`src/rtl/seq_blink_pkg.sv`:
```
// Shared types and constants for the decimal digit blinker.
// States, default unit timings, BCD sizing and small BCD helpers.
package seq_blink_pkg;

  typedef enum logic [2:0] {
    IDLE      = 3'd0,
    CONVERT   = 3'd1,
    PULSE_ON  = 3'd2,
    PULSE_OFF = 3'd3,
    GAP_DIGIT = 3'd4,
    GAP_WORD  = 3'd5
  } blink_state_t;

  localparam int unsigned DEF_TICK_DIV   = 1_000_000;
  localparam int unsigned DEF_ON_UNITS   = 1;
  localparam int unsigned DEF_OFF_UNITS  = 1;
  localparam int unsigned DEF_ZERO_UNITS = 3;
  localparam int unsigned DEF_DIGIT_GAP  = 3;
  localparam int unsigned DEF_WORD_GAP   = 7;

  localparam int unsigned VALUE_W    = 16;
  localparam int unsigned BCD_DIGITS = 5;
  localparam int unsigned BCD_W      = 4 * BCD_DIGITS;

  // Phase length in cycles; products wrap at 32 bits and a zero length means one cycle.
  function automatic logic [31:0] unit_cycles(input int unsigned units, input int unsigned tick);
    logic [31:0] p;
    p = units * tick;
    return (p == 32'd0) ? 32'd1 : p;
  endfunction

  function automatic logic [3:0] bcd_digit(input logic [BCD_W-1:0] bcd, input logic [2:0] idx);
    return bcd[4*idx +: 4];
  endfunction

  function automatic logic [2:0] msd_index(input logic [BCD_W-1:0] bcd);
    logic [2:0] m;
    m = '0;
    for (int unsigned i = 0; i < BCD_DIGITS; i++) begin
      if (bcd[4*i +: 4] != 4'd0) m = 3'(i);
    end
    return m;
  endfunction

endpackage

```
`src/rtl/bin2bcd_seq.sv`:
```
// Sequential double-dabble: 16-bit binary to 5-digit BCD, one bit per enabled cycle.
// done pulses for one enabled cycle after the last shift.
module bin2bcd_seq
  import seq_blink_pkg::*;
(
  input  logic               clk,
  input  logic               rst_n,
  input  logic               ena,
  input  logic               start,
  input  logic [VALUE_W-1:0] value,
  output logic               done,
  output logic [BCD_W-1:0]   bcd
);

  logic [VALUE_W-1:0] bin_q;
  logic [4:0]         cnt_q;
  logic [BCD_W-1:0]   adj;

  always_comb begin
    adj = bcd;
    for (int unsigned i = 0; i < BCD_DIGITS; i++) begin
      if (bcd[4*i +: 4] >= 4'd5) adj[4*i +: 4] = bcd[4*i +: 4] + 4'd3;
    end
  end

  always_ff @(posedge clk or negedge rst_n) begin
    if (!rst_n) begin
      bin_q <= '0;
      cnt_q <= '0;
      bcd   <= '0;
      done  <= 1'b0;
    end else if (ena) begin
      done <= 1'b0;
      if (start) begin
        bin_q <= value;
        bcd   <= '0;
        cnt_q <= 5'(VALUE_W);
      end else if (cnt_q != 5'd0) begin
        bcd   <= {adj[BCD_W-2:0], bin_q[VALUE_W-1]};
        bin_q <= bin_q << 1;
        cnt_q <= cnt_q - 5'd1;
        done  <= (cnt_q == 5'd1);
      end
    end
  end

endmodule

```
`src/rtl/seq_digit_blinker.sv`:
```
// Accepts a 16-bit value and blinks its decimal digits on one LED,
// most-significant non-zero digit first; digit 0 is one long pulse.
module seq_digit_blinker
  import seq_blink_pkg::*;
#(
  parameter int unsigned TICK_DIV   = DEF_TICK_DIV,
  parameter int unsigned ON_UNITS   = DEF_ON_UNITS,
  parameter int unsigned OFF_UNITS  = DEF_OFF_UNITS,
  parameter int unsigned ZERO_UNITS = DEF_ZERO_UNITS,
  parameter int unsigned DIGIT_GAP  = DEF_DIGIT_GAP,
  parameter int unsigned WORD_GAP   = DEF_WORD_GAP
) (
  input  logic               clk,
  input  logic               rst_n,
  input  logic               ena,
  input  logic               in_valid,
  output logic               in_ready,
  input  logic [VALUE_W-1:0] in_value,
  output logic               led,
  output logic               busy,
  output logic [3:0]         digit_out,
  output logic               digit_strobe
);

  localparam logic [31:0] ON_CYC   = unit_cycles(ON_UNITS, TICK_DIV);
  localparam logic [31:0] OFF_CYC  = unit_cycles(OFF_UNITS, TICK_DIV);
  localparam logic [31:0] ZERO_CYC = unit_cycles(ZERO_UNITS, TICK_DIV);
  localparam logic [31:0] DGAP_CYC = unit_cycles(DIGIT_GAP, TICK_DIV);
  localparam logic [31:0] WGAP_CYC = unit_cycles(WORD_GAP, TICK_DIV);

  blink_state_t     state_q, state_n;
  logic [31:0]      timer_q, timer_n;
  logic [2:0]       dig_idx_q, dig_idx_n;
  logic [3:0]       pulse_cnt_q, pulse_cnt_n;
  logic             sel_q, sel_n;
  logic             led_n;
  logic [3:0]       digit_out_n;
  logic             strobe_n;
  logic             conv_start;
  logic             conv_done;
  logic [BCD_W-1:0] bcd;
  logic [2:0]       ent_idx;
  logic [3:0]       ent_digit;

  bin2bcd_seq u_bin2bcd (
    .clk   (clk),
    .rst_n (rst_n),
    .ena   (ena),
    .start (conv_start),
    .value (in_value),
    .done  (conv_done),
    .bcd   (bcd)
  );

  assign busy     = (state_q != IDLE);
  assign in_ready = (state_q == IDLE);

  always_comb begin
    state_n     = state_q;
    timer_n     = timer_q;
    dig_idx_n   = dig_idx_q;
    pulse_cnt_n = pulse_cnt_q;
    sel_n       = sel_q;
    led_n       = led;
    digit_out_n = digit_out;
    strobe_n    = 1'b0;
    conv_start  = 1'b0;

    // Both ways into a digit's first pulse share this: after selection, or after a digit gap.
    ent_idx   = (state_q == GAP_DIGIT) ? dig_idx_q - 3'd1 : dig_idx_q;
    ent_digit = bcd_digit(bcd, ent_idx);

    unique case (state_q)
      IDLE: begin
        if (in_valid) begin
          conv_start = 1'b1;
          sel_n      = 1'b0;
          state_n    = CONVERT;
        end
      end
      CONVERT: begin
        if (conv_done) begin
          dig_idx_n = msd_index(bcd);
          sel_n     = 1'b1;
        end
      end
      PULSE_ON: begin
        if (timer_q == 32'd1) begin
          state_n     = PULSE_OFF;
          led_n       = 1'b0;
          timer_n     = OFF_CYC;
          pulse_cnt_n = pulse_cnt_q - 4'd1;
        end else begin
          timer_n = timer_q - 32'd1;
        end
      end
      PULSE_OFF: begin
        if (timer_q == 32'd1) begin
          if (pulse_cnt_q != 4'd0) begin
            state_n = PULSE_ON;
            led_n   = 1'b1;
            timer_n = ON_CYC;
          end else if (dig_idx_q != 3'd0) begin
            state_n = GAP_DIGIT;
            timer_n = DGAP_CYC;
          end else begin
            state_n = GAP_WORD;
            timer_n = WGAP_CYC;
          end
        end else begin
          timer_n = timer_q - 32'd1;
        end
      end
      GAP_DIGIT: begin
        if (timer_q != 32'd1) timer_n = timer_q - 32'd1;
      end
      GAP_WORD: begin
        if (timer_q == 32'd1) begin
          state_n     = IDLE;
          digit_out_n = '0;
          timer_n     = '0;
        end else begin
          timer_n = timer_q - 32'd1;
        end
      end
      default: state_n = IDLE;
    endcase

    if ((state_q == CONVERT && sel_q) || (state_q == GAP_DIGIT && timer_q == 32'd1)) begin
      state_n     = PULSE_ON;
      dig_idx_n   = ent_idx;
      digit_out_n = ent_digit;
      strobe_n    = 1'b1;
      led_n       = 1'b1;
      pulse_cnt_n = (ent_digit == 4'd0) ? 4'd1 : ent_digit;
      timer_n     = (ent_digit == 4'd0) ? ZERO_CYC : ON_CYC;
    end
  end

  always_ff @(posedge clk or negedge rst_n) begin
    if (!rst_n) begin
      state_q      <= IDLE;
      timer_q      <= '0;
      dig_idx_q    <= '0;
      pulse_cnt_q  <= '0;
      sel_q        <= 1'b0;
      led          <= 1'b0;
      digit_out    <= '0;
      digit_strobe <= 1'b0;
    end else begin
      // Strobe stays a single-cycle pulse even if ena drops right after it.
      digit_strobe <= ena & strobe_n;
      if (ena) begin
        state_q     <= state_n;
        timer_q     <= timer_n;
        dig_idx_q   <= dig_idx_n;
        pulse_cnt_q <= pulse_cnt_n;
        sel_q       <= sel_n;
        led         <= led_n;
        digit_out   <= digit_out_n;
      end
    end
  end

endmodule

```
`config.mk`:
```
export PLATFORM = sky130hd
export DESIGN_NAME = seq_digit_blinker
export DESIGN_NICKNAME = d
export VERILOG_FILES = /design/src/rtl/seq_blink_pkg.sv /design/src/rtl/bin2bcd_seq.sv /design/src/rtl/seq_digit_blinker.sv
export SDC_FILE = /design/constraint.sdc
export NUM_CORES = 1
export LEC_CHECK = 0
export BUFFER_PORTS_ARGS = -buffer_cell sky130_fd_sc_hd__buf_2
export CAP_MARGIN = 20
export CORE_MARGIN = 4
export CORE_UTILIZATION = 45
export CTS_CLUSTER_DIAMETER = 50
export DETAILED_ROUTE_END_ITERATION = 6
export SLEW_MARGIN = 20
export SYNTH_ARGS = -nofsm -noshare
export SYNTH_HDL_FRONTEND = slang
export SYNTH_SLANG_ARGS = --single-unit
export TNS_END_PERCENT = 5
```
`constraint.sdc`:
```
create_clock -name clk -period 4.1 [get_ports clk]
set_input_delay 0.205 -clock clk [delete_from_list [all_inputs] [get_ports clk]]
set_output_delay 0.205 -clock clk [all_outputs]
set_load 0.1 [all_outputs]
```
==> results of run 1 <==
==> stage by stage <==
| stage | hold WS, ns | util | setup WS, ns | power [W] |
|---|---|---|---|---|
| 3_3_place_gp | 0.398 | 0.485 | 0.679 | 0.00187 |
| 2_1_floorplan | -0.0906 | - | 0.825 | 0.00171 |
| 6_report | -0.0106 | 0.514 | 0.552 | 0.00287 |
| 5_1_grt | 0.0832 | 0.514 | 0.322 | 0.00307 |
| 3_5_place_dp | 0.417 | 0.485 | 0.605 | 0.00190 |
| 4_1_cts | 0.0379 | 0.514 | 0.595 | 0.00290 |
==> routing by layer <==
metal | vias to the layer above | global-route usage
met2 | 54 | 0.303
met4 | 0 | 0.0768
li1 | 2270 | -
met1 | 2204 | 0.258
met5 | - | 0
met3 | 22 | 0.0290
==> synthesized netlist by cell type (9+ instances only) <==
cell      count  area share
xnor2_1      14       0.022
nor3_1       26       0.023
clkbuf_1     23       0.016
nand3_1       9      0.0081
mux2i_1      27       0.049
ha_1         19       0.043
inv_1        27       0.018
xor2_1        9       0.014
dfrtp_1      91        0.41
o21ai_0      54       0.049
nand2_1      69       0.047
a21oi_1      41       0.037
nor3b_1      11       0.015
o21ai_1      22       0.020
nand2b_1     12       0.013
nor2_1       51       0.034
==> final cells by class <==
cell class,instances,share of cell area
Timing Repair Buffer,36,0.0331
Clock inverter,5,0.0178
Clock buffer,10,0.0386
Sequential cell,91,0.367
Tap cell,168,0.0339
Multi-Input combinational cell,477,0.492
Inverter,28,0.0170
==> path summary, 6_finish.rpt <==
check	depth (start not counted)	to	slack, ns
max	9	timer_q[17]$_DFFE_PN0P_	0.55
min	1	timer_q[17]$_DFFE_PN0P_	-0.01
max reg2reg	9	timer_q[17]$_DFFE_PN0P_	0.55
min reg2reg	2	u_bin2bcd.bin_q[12]$_DFFE_PN0P_	0.48
max in group asynchronous	2	u_bin2bcd.bcd[2]$_DFFE_PN0P_	3.28
min in group clk	2	u_bin2bcd.bin_q[0]$_DFFE_PN0P_	0.09
==> cells by family (layout without fill, tap and decap cells) <==
logic type	after synthesis	count (layout)	synth area share
AO/OA/AOI/OAI	175	175	0.194
XOR/XNOR	23	23	0.0362
adder cells (fa/ha/maj)	19	19	0.0427
buffers and inverters	59	79	0.0434
flip-flops	91	91	0.409
multiplexers	29	29	0.0567
AND/OR/NAND/NOR	231	231	0.217
==> power breakdown <==
part | internal, W | switching (W)
sequential | 0.00103 | 0.000190
clock | 0.000615 | 0.000374
combinational | 0.000286 | 0.000375
total | 0.00193 | 0.000938
==> registers in the layout, indices dropped and copies added (netlist names) <==
signal	flops
digit_out	4
sel_q	1
u_bin2bcd.bcd	20
u_bin2bcd.done	1
timer_q	32
led	1
dig_idx_q	3
digit_strobe	1
state_q	3
u_bin2bcd.cnt_q	5
u_bin2bcd.bin_q	16
pulse_cnt_q	4
==> critical path, delay by kind of cell, from the launching register on <==
kind,cells,cell delay [ns]
AOI/OAI and AO/OA,4,0.84
adders and majority gates,1,0.66
buffers and inverters,1,0.33
DFF,1,0.55
and+or+nand+nor,3,1.05
==> out/qor.txt, run 1 <==
======================================================================================
Outcome                                                                   finished with violations
Violated checks                                                           negative hold slack
GRT Total Usage                                                                  0.190
# placed instances                                                                 800
Total number of clock tree sinks                                                    91
Highest fanout seen on the critical path                                            12
DPL Wire Length                                                                9140 um
CP Capture Type                                                                   flop
Post-synth net total                                                               666
Worst voltage drop across the vdd grid                                          270 uV
Delay contributed by the slowest stage of the critical path                    0.66 ns
Starting density of the core                                                     0.461
Clock root buffer                                                            clkbuf_16
Critical Path Source Type                                                         flop
Worst r2r src                                                             dig_idx_q[0]$_DFFE_PN0P_
Most frequent standard cell in the layout excluding fill and tap cells         dfrtp_1
Die extent in y                                                                 119 um
Inserted Clock Buffers                                                               9
Clock insertion delay at the later pin of the skew report                      0.35 ns
Area occupied by multi-input gates                                          3050 sq um
Data required time at the worst endpoint                                       4.34 ns
Count of filler cells inserted in the layout                                      1140
Level count of the clock H-tree                                                      3
Total setup buffers inserted after CTS                                               0
Final layout net count                                                             682
Unrepaired setup endpoints after global routing                                  false
Sequential cell area in the final layout                                    2280 sq um
Critical path's slowest cell                                                      ha_1
Detailed Routing Iterations Pass 1                                                   4
Post-synthesis area per instance                                            8.87 sq um
Power per cell area                                                        463 nW/um^2
Core area                                                                  12100 sq um
Post-cts resize count                                                                0
Async SR Flop Fraction                                                            1.00
Most instantiated flip-flop cell in the synthesis netlist                      dfrtp_1
DR iter-0 viols                                                                    267
Count of hold-fix buffers inserted at cts                                            0
Setup total negative slack                                                        0 ns
Met2 Wirelength                                                                5990 um
Seq/Total Area, Yosys                                                            0.409
Number of distinct standard cells referenced by the synthesized netlist             67
Post-route cell area                                                        6200 sq um
Shortest period the worst path allows                                          3.55 ns
Routed wl met3                                                                  346 um
Final standard cell count with taps included and fillers excluded                  815
Final Hold Fails                                                                    24
Number of enable-type register cells in the synthesized netlist                      0
Final wirelength                                                              12900 um
Max-capacitance violation count                                                      0
Critical path origin                                                      dig_idx_q[0]$_DFFE_PN0P_
Final GP Congestion                                                              0.858
Floorplan die area                                                         14200 sq um
CP Cell Sequence                                                          clkinv_1 -> ha_1 -> nand2_1 -> or3_1 -> o21ai_0 -> o2bb2ai_1 -> nor4_2 -> a21oi_1 -> a221o_1
CTS max path bufs                                                                    2
Clock tree from TritonCTS                                                        built
Max-slew violation total from the final report                                       0
Largest net degree at the start of global routing                                   72
Routed length per instance                                                     15.8 um
Mapped Cells                                                                       627
Via count of the first global-routing pass                                        4533
Syn Std Cell Area                                                           5560 sq um
PortBufs                                                                            27
Leakage power                                                                  2.64 nW
Data arrival time at the worst-slack endpoint                                  3.78 ns
Register bit count reported by yosys                                                91
Antenna-violating nets left                                                          0
Number of top-level pins                                                            28
Highest clock rate                                                           0.282 GHz
Worst Skew                                                                  0.00881 ns
Clk slew on worst S/H paths                                                    0.07 ns
Tcrit/Tclk final                                                                 0.865
Normalized max-slew margin                                                       0.382
Tightest Pin Transition                                                       0.927 ns
Share of cells above drive strength 1                                            0.107
Area growth, synth to finish                                                     11.4%
Hold/Removal Path Class                                                       in2async
# DRC                                                                                0
Number of placement rows                                                            40
Highest signal layer in the routed design                                         met4
Chip Width                                                                      119 um
Vias after detailed routing                                                       4550
Initial antenna violation count                                                      0
Commonest non-fill, non-tap cells in the layout                           dfrtp_1, nand2_1, o21ai_0
Final setup vio count                                                                0
Worst setup path class                                                         reg2reg
Remaining global-route overflow                                                      0
Placed Instance Area                                                        5850 sq um
Count of synthesis-stage warnings from yosys                                         0
Vias/cell                                                                         5.58
Worst hold slack across all endpoints                                       -0.0106 ns
Inserted Diodes                                                                      0
Global-route wire length before repair                                        22100 um
Post-route met1 wirelength                                                     6280 um
======================================================================================
Note: power is estimated with default switching activity, not from simulation.
==> run 2, diff against run 1 <==
--- a/config.mk
+++ b/config.mk
@@ -7,6 +7,7 @@
 export LEC_CHECK = 0
 export BUFFER_PORTS_ARGS = -buffer_cell sky130_fd_sc_hd__buf_2
 export CAP_MARGIN = 20
+export CORE_ASPECT_RATIO = 0.6
 export CORE_MARGIN = 4
 export CORE_UTILIZATION = 45
 export CTS_CLUSTER_DIAMETER = 50
==> out/qor.txt, run 2 (synthesis results as in run 1) <==
=====================================================================================
Power per cell area                                                       450 nW/um^2   -2.8%
Max-capacitance violation count                                                     0   unchanged
Outcome                                                                  finished with violations
Commonest non-fill, non-tap cells in the layout                          dfrtp_1, nand2_1, o21ai_0
Via count of the first global-routing pass                                       4313   -4.9%
Total setup buffers inserted after CTS                                              0   unchanged
Final GP Congestion                                                             0.911   +6.2%
Remaining global-route overflow                                                     0   unchanged
Clock tree from TritonCTS                                                       built
Antenna-violating nets left                                                         0   unchanged
Global-route wire length before repair                                       22900 um   +3.6%
Clock insertion delay at the later pin of the skew report                     0.35 ns   about the same
Post-cts resize count                                                               0   unchanged
Count of filler cells inserted in the layout                                     1081   -5.2%
Worst setup path class                                                        reg2reg
DR iter-0 viols                                                                   435   +63%
Register with the most flip-flops                                             timer_q
GRT Total Usage                                                                 0.204   +0.0142
Endpoint of the most critical register-to-register path                  timer_q[17]$_DFFE_PN0P_
Registers with the highest flip-flop counts                              timer_q x32, u_bin2bcd.bcd x20, u_bin2bcd.bin_q x16
Shortest period the worst path allows                                         3.69 ns   +0.146 ns
Chip Width                                                                     152 um   +27%
Largest net degree at the start of global routing                                  68   -5.6%
Most frequent standard cell in the layout excluding fill and tap cells        dfrtp_1
Detailed Routing Iterations Pass 1                                                  5   +1
Worst-case reg-to-reg path depth                                                    9   unchanged
Worst r2r src                                                            dig_idx_q[0]$_DFFE_PN0P_
Max-slew violation total from the final report                                      0   unchanged
Data arrival time at the worst-slack endpoint                                 3.93 ns   +0.15 ns
Highest fanout seen on the critical path                                           12   unchanged
Violated checks                                                          negative hold slack
Leakage power                                                                 2.60 nW   -1.3%
Initial antenna violation count                                                     0   unchanged
Vias/cell                                                                        5.79   +3.7%
Clock root buffer                                                           clkbuf_16
Worst voltage drop across the vdd grid                                         196 uV   -28%
Highest clock rate                                                          0.271 GHz   -4.0%
Tightest Pin Transition                                                       1.03 ns   +0.106 ns
Level count of the clock H-tree                                                     3   unchanged
Flip-flop count of the largest register after layout                               32   unchanged
Tcrit/Tclk final                                                                0.901   +0.0357
Normalized max-slew margin                                                      0.310   -0.0722
DPL Wire Length                                                               9740 um   +6.6%
Core area                                                                 12100 sq um   about the same
CTS max path bufs                                                                   2   unchanged
Number of placement rows                                                           31   -23%
Share of cells above drive strength 1                                           0.105   -0.00122
Total number of clock tree sinks                                                   91   unchanged
Hold/Removal Path Class                                                      in2async
Worst hold slack across all endpoints                                      -0.0136 ns   -0.00301 ns
Critical Path Source Type                                                        flop
Number of top-level pins                                                           28   unchanged
Starting density of the core                                                    0.461   about the same
Setup slack of the most critical reg-to-reg path                              0.41 ns   -0.15 ns
Count of hold-fix buffers inserted at cts                                           0   unchanged
Clk slew on worst S/H paths                                                   0.07 ns   about the same
Setup total negative slack                                                       0 ns   unchanged
Vias after detailed routing                                                      4690   +3.1%
Final wirelength                                                             13700 um   +6.2%
Die extent in y                                                               94.1 um   -21%
Area growth, synth to finish                                                    10.3%
Inserted Clock Buffers                                                              9   unchanged
Final Hold Fails                                                                   39   +63%
Unrepaired setup endpoints after global routing                                 false
CP Capture Type                                                                  flop
Data required time at the worst endpoint                                      4.33 ns   about the same
Floorplan die area                                                        14300 sq um   +0.40%
Critical path origin                                                     dig_idx_q[0]$_DFFE_PN0P_
PortBufs                                                                           27   unchanged
Worst Skew                                                                 0.00752 ns   -0.00129 ns
Final setup vio count                                                               0   unchanged
Routed length per instance                                                    16.9 um   +6.9%
Worst setup path endpoint                                                timer_q[17]$_DFFE_PN0P_
Final layout net count                                                            680   -0.29%
# DRC                                                                               0   unchanged
Inserted Diodes                                                                     0   unchanged
=====================================================================================
[run 2: worst max-delay path: stages (launching register included)]
cell and delay (ns):
dfrtp_1 0.55, clkinv_1 0.36, ha_1 0.69, mux2i_1 0.26, mux2i_1 0.09, o21ai_0 0.18, o2bb2ai_1 0.16, nor4_2 0.68
a21oi_1 0.27, a221o_1 0.33
[run 2: final cells by class]
class	instances	area, sq um	share of cell area
clock buffers	9	225	0.0367
clock inverters	6	72.6	0.0118
inverters	28	105	0.0171
multi-input cells	477	3060	0.499
flip-flops and latches	91	2280	0.371
well taps	165	206	0.0336
repair buffers	34	190	0.0310
[run 2: worst min path at each step]
stage | depth (start not counted) | slack [ns] | to | startpoint
after floorplan | 0 | -0.09 | dig_idx_q[0]$_DFFE_PN0P_ | rst_n
after global placement | 1 | 0.39 | pulse_cnt_q[1]$_DFFE_PN0P_ | rst_n
after detailed placement | 1 | 0.40 | pulse_cnt_q[3]$_DFFE_PN0P_ | rst_n
after CTS | 1 | 0.03 | digit_out[1]$_DFFE_PN0P_ | rst_n
after global routing | 1 | 0.07 | digit_out[2]$_DFFE_PN0P_ | rst_n
final | 1 | -0.01 | digit_out[1]$_DFFE_PN0P_ | rst_n
[run 2: metal layers]
layer  vias up  wire (um)  part of all wire  global-route usage
li1       2277          -                 -                   -
met1      2271       7490              0.55               0.339
met2       132       5270              0.38               0.256
met3        10        825             0.060              0.0492
met4         0        121            0.0088              0.0456
met5         -          0                 0                   0
[run 2: through the flow]
step	setup WS, ns	cells	total power [W]	area, sq um	utilization
final	0.406	810	0.00276	6140	0.509
after global routing	0.116	810	0.00296	6140	0.509
after CTS	0.507	810	0.00279	6130	0.508
after detailed placement	0.536	795	0.00191	5840	0.484
after global placement	0.662	795	0.00189	5840	0.484
after floorplan	0.825	627	0.00171	5570	-
[run 2: where the power goes]
group	switching, W	leakage, nW	internal, W	total (W)
registers	0.000198	1.20	0.00103	0.00123
logic	0.000393	1.26	0.000284	0.000676
clock network	0.000380	0.143	0.000477	0.000857
==> run 3, diff against run 2 <==
--- a/config.mk
+++ b/config.mk
@@ -12,6 +12,8 @@
 export CORE_UTILIZATION = 45
 export CTS_CLUSTER_DIAMETER = 50
 export DETAILED_ROUTE_END_ITERATION = 6
+export GPL_TIMING_DRIVEN = 0
+export PLACE_DENSITY_LB_ADDON = 0.3
 export SLEW_MARGIN = 20
 export SYNTH_ARGS = -nofsm -noshare
 export SYNTH_HDL_FRONTEND = slang
==> out/qor.txt, run 3 (synthesis results as in run 1) <==
=====================================================================================
Outcome                                                                     completed
Final setup vio count                                                               0   unchanged
Final wirelength                                                             14300 um   +4.4%
Global-route wire length before repair                                       24000 um   +4.6%
Antenna-violating nets left                                                         0   unchanged
Highest clock rate                                                          0.275 GHz   +1.6%
Vias/cell                                                                        5.89   +1.8%
Die extent in y                                                               94.1 um   unchanged
Clock insertion delay at the later pin of the skew report                     0.36 ns   about the same
Inserted Clock Buffers                                                              9   unchanged
CP Capture Type                                                                  flop
Area occupied by multi-input gates                                         3050 sq um   -0.37%
Data required time at the worst endpoint                                      4.33 ns   about the same
Share of cells above drive strength 1                                          0.0984   -0.00707
Power per cell area                                                       450 nW/um^2   -0.13%
Worst Skew                                                                  0.0107 ns   +0.00320 ns
Routed length per instance                                                    17.1 um   +1.1%
Tcrit/Tclk final                                                                0.886   -0.0146
Final GP Congestion                                                             0.881   -3.3%
Via count of the first global-routing pass                                       4733   +9.7%
Number of placement rows                                                           31   unchanged
Overall power after layout                                                  0.00281 W   +1.8%
Flip-flop count of the largest register after layout                               32   unchanged
DPL Wire Length                                                              10600 um   +8.4%
Inserted Diodes                                                                     0   unchanged
Core area                                                                 12100 sq um   unchanged
CTS max path bufs                                                                   2   unchanged
Placed Instance Area                                                       5940 sq um   +1.8%
Normalized max-slew margin                                                      0.427   +0.118
Shortest period the worst path allows                                         3.63 ns   -0.0599 ns
Post-cts resize count                                                               0   unchanged
Chip Width                                                                     152 um   unchanged
Clk slew on worst S/H paths                                                   0.07 ns   about the same
Final Hold Fails                                                                    0   -100%
# DRC                                                                               0   unchanged
Highest fanout seen on the critical path                                           10   -2
Data arrival time at the worst-slack endpoint                                 3.87 ns   -0.06 ns
Critical Path Source Type                                                        flop
Total number of clock tree sinks                                                   91   unchanged
Initial antenna violation count                                                     0   unchanged
Final layout net count                                                            705   +3.7%
Worst voltage drop across the vdd grid                                         268 uV   +37%
Setup total negative slack                                                       0 ns   unchanged
Starting density of the core                                                    0.461   unchanged
Floorplan die area                                                        14300 sq um   unchanged
Commonest non-fill, non-tap cells in the layout                          dfrtp_1, nand2_1, o21ai_0
Registers with the highest flip-flop counts                              timer_q x32, u_bin2bcd.bcd x20, u_bin2bcd.bin_q x16
Number of top-level pins                                                           28   unchanged
Detailed Routing Iterations Pass 1                                                  5   unchanged
Register with the most flip-flops                                             timer_q
PortBufs                                                                           26   -3.7%
Clock root buffer                                                           clkbuf_16
Sequential cell area in the final layout                                   2280 sq um   unchanged
Max-capacitance violation count                                                     0   unchanged
Post-route cell area                                                       6250 sq um   +1.9%
DR iter-0 viols                                                                   531   +22%
Remaining global-route overflow                                                     0   unchanged
Area growth, synth to finish                                                    12.4%
Worst setup path class                                                        reg2reg
Clock tree from TritonCTS                                                       built
Largest net degree at the start of global routing                                  59   -13%
GRT Total Usage                                                                 0.212   +0.00841
Vias after detailed routing                                                      4927   +5.1%
Unrepaired setup endpoints after global routing                                 false
Most frequent standard cell in the layout excluding fill and tap cells        dfrtp_1
Max-slew violation total from the final report                                      0   unchanged
Hold/Removal Path Class                                                        in2reg
Level count of the clock H-tree                                                     3   unchanged
Leakage power                                                                 2.64 nW   +1.5%
Setup slack of the most critical reg-to-reg path                              0.47 ns   +0.06 ns
Count of filler cells inserted in the layout                                     1123   +3.9%
Tightest Pin Transition                                                      0.853 ns   -0.180 ns
=====================================================================================
[run 3: cell count changes in the layout (fill, tap and decap cells not counted), sizes merged]
cell / delta
buf: +1
inv: +1
clkbuf: +23
dlygate4sd3: +1
[run 3: cell type report]
class / instances / share of cell area
Sequential cell: 91 / 0.364
Clock inverter: 7 / 0.0130
Timing Repair Buffer: 28 / 0.0278
Inverter: 28 / 0.0168
Clock buffer: 9 / 0.0360
Multi-Input combinational cell: 477 / 0.487
Buffer: 31 / 0.0218
Tap cell: 165 / 0.0330
[run 3: worst max-delay path, stage by stage, from the launching register on]
cell and delay [ns]:
dfrtp_1 0.41, buf_2 0.27, inv_1 0.13, ha_1 0.36
buf_1 0.42, nand2_1 0.14, or3_1 0.31, o21ai_0 0.08
o2bb2ai_1 0.17, nor4_2 0.61, a21oi_1 0.27, a221o_1 0.35
[run 3: final timing paths]
check                                                 from                              end  cells past startpoint
setup / recovery                  dig_idx_q[1]$_DFFE_PN0P_          timer_q[17]$_DFFE_PN0P_                     11
hold / removal                                 in_value[0]   u_bin2bcd.bin_q[0]$_DFFE_PN0P_                      2
setup reg to reg                  dig_idx_q[1]$_DFFE_PN0P_          timer_q[17]$_DFFE_PN0P_                     11
hold reg to reg            u_bin2bcd.bin_q[10]$_DFFE_PN0P_  u_bin2bcd.bin_q[10]$_DFFE_PN0P_                      2
max in group asynchronous                            rst_n         digit_out[3]$_DFFE_PN0P_                      3
min in group asynchronous                            rst_n   u_bin2bcd.bin_q[3]$_DFFE_PN0P_                      2
[run 3: per-stage QoR]
stage | hold WS, ns | instances | setup slack (ns) | util
after global routing | 0.0728 | 836 | 0.251 | 0.519
after global placement | 0.434 | 818 | 0.644 | 0.489
after CTS | 0.0634 | 836 | 0.544 | 0.519
final | 0.0711 | 836 | 0.466 | 0.519
after detailed placement | 0.120 | 819 | 0.558 | 0.492
after floorplan | -0.0906 | 627 | 0.825 | -
[run 3: routing by layer]
layer	vias to the layer above	part of all wire	global-route usage
met5	-	0	0
li1	2324	-	-
met3	15	0.077	0.0405
met2	179	0.42	0.303
met4	0	0.011	0.0575
met1	2409	0.50	0.327
[run 3: repair_timing]
item	in CTS	in global routing
hold endpoints to repair	33	0
hold buffers	1	0
buffers inserted	0	0
[run 3: power by group]
group	leakage [nW]	internal, W	switching (W)	total (W)
logic	1.30	0.000296	0.000439	0.000735
clock network	0.147	0.000483	0.000395	0.000878
registers	1.20	0.00103	0.000169	0.00120
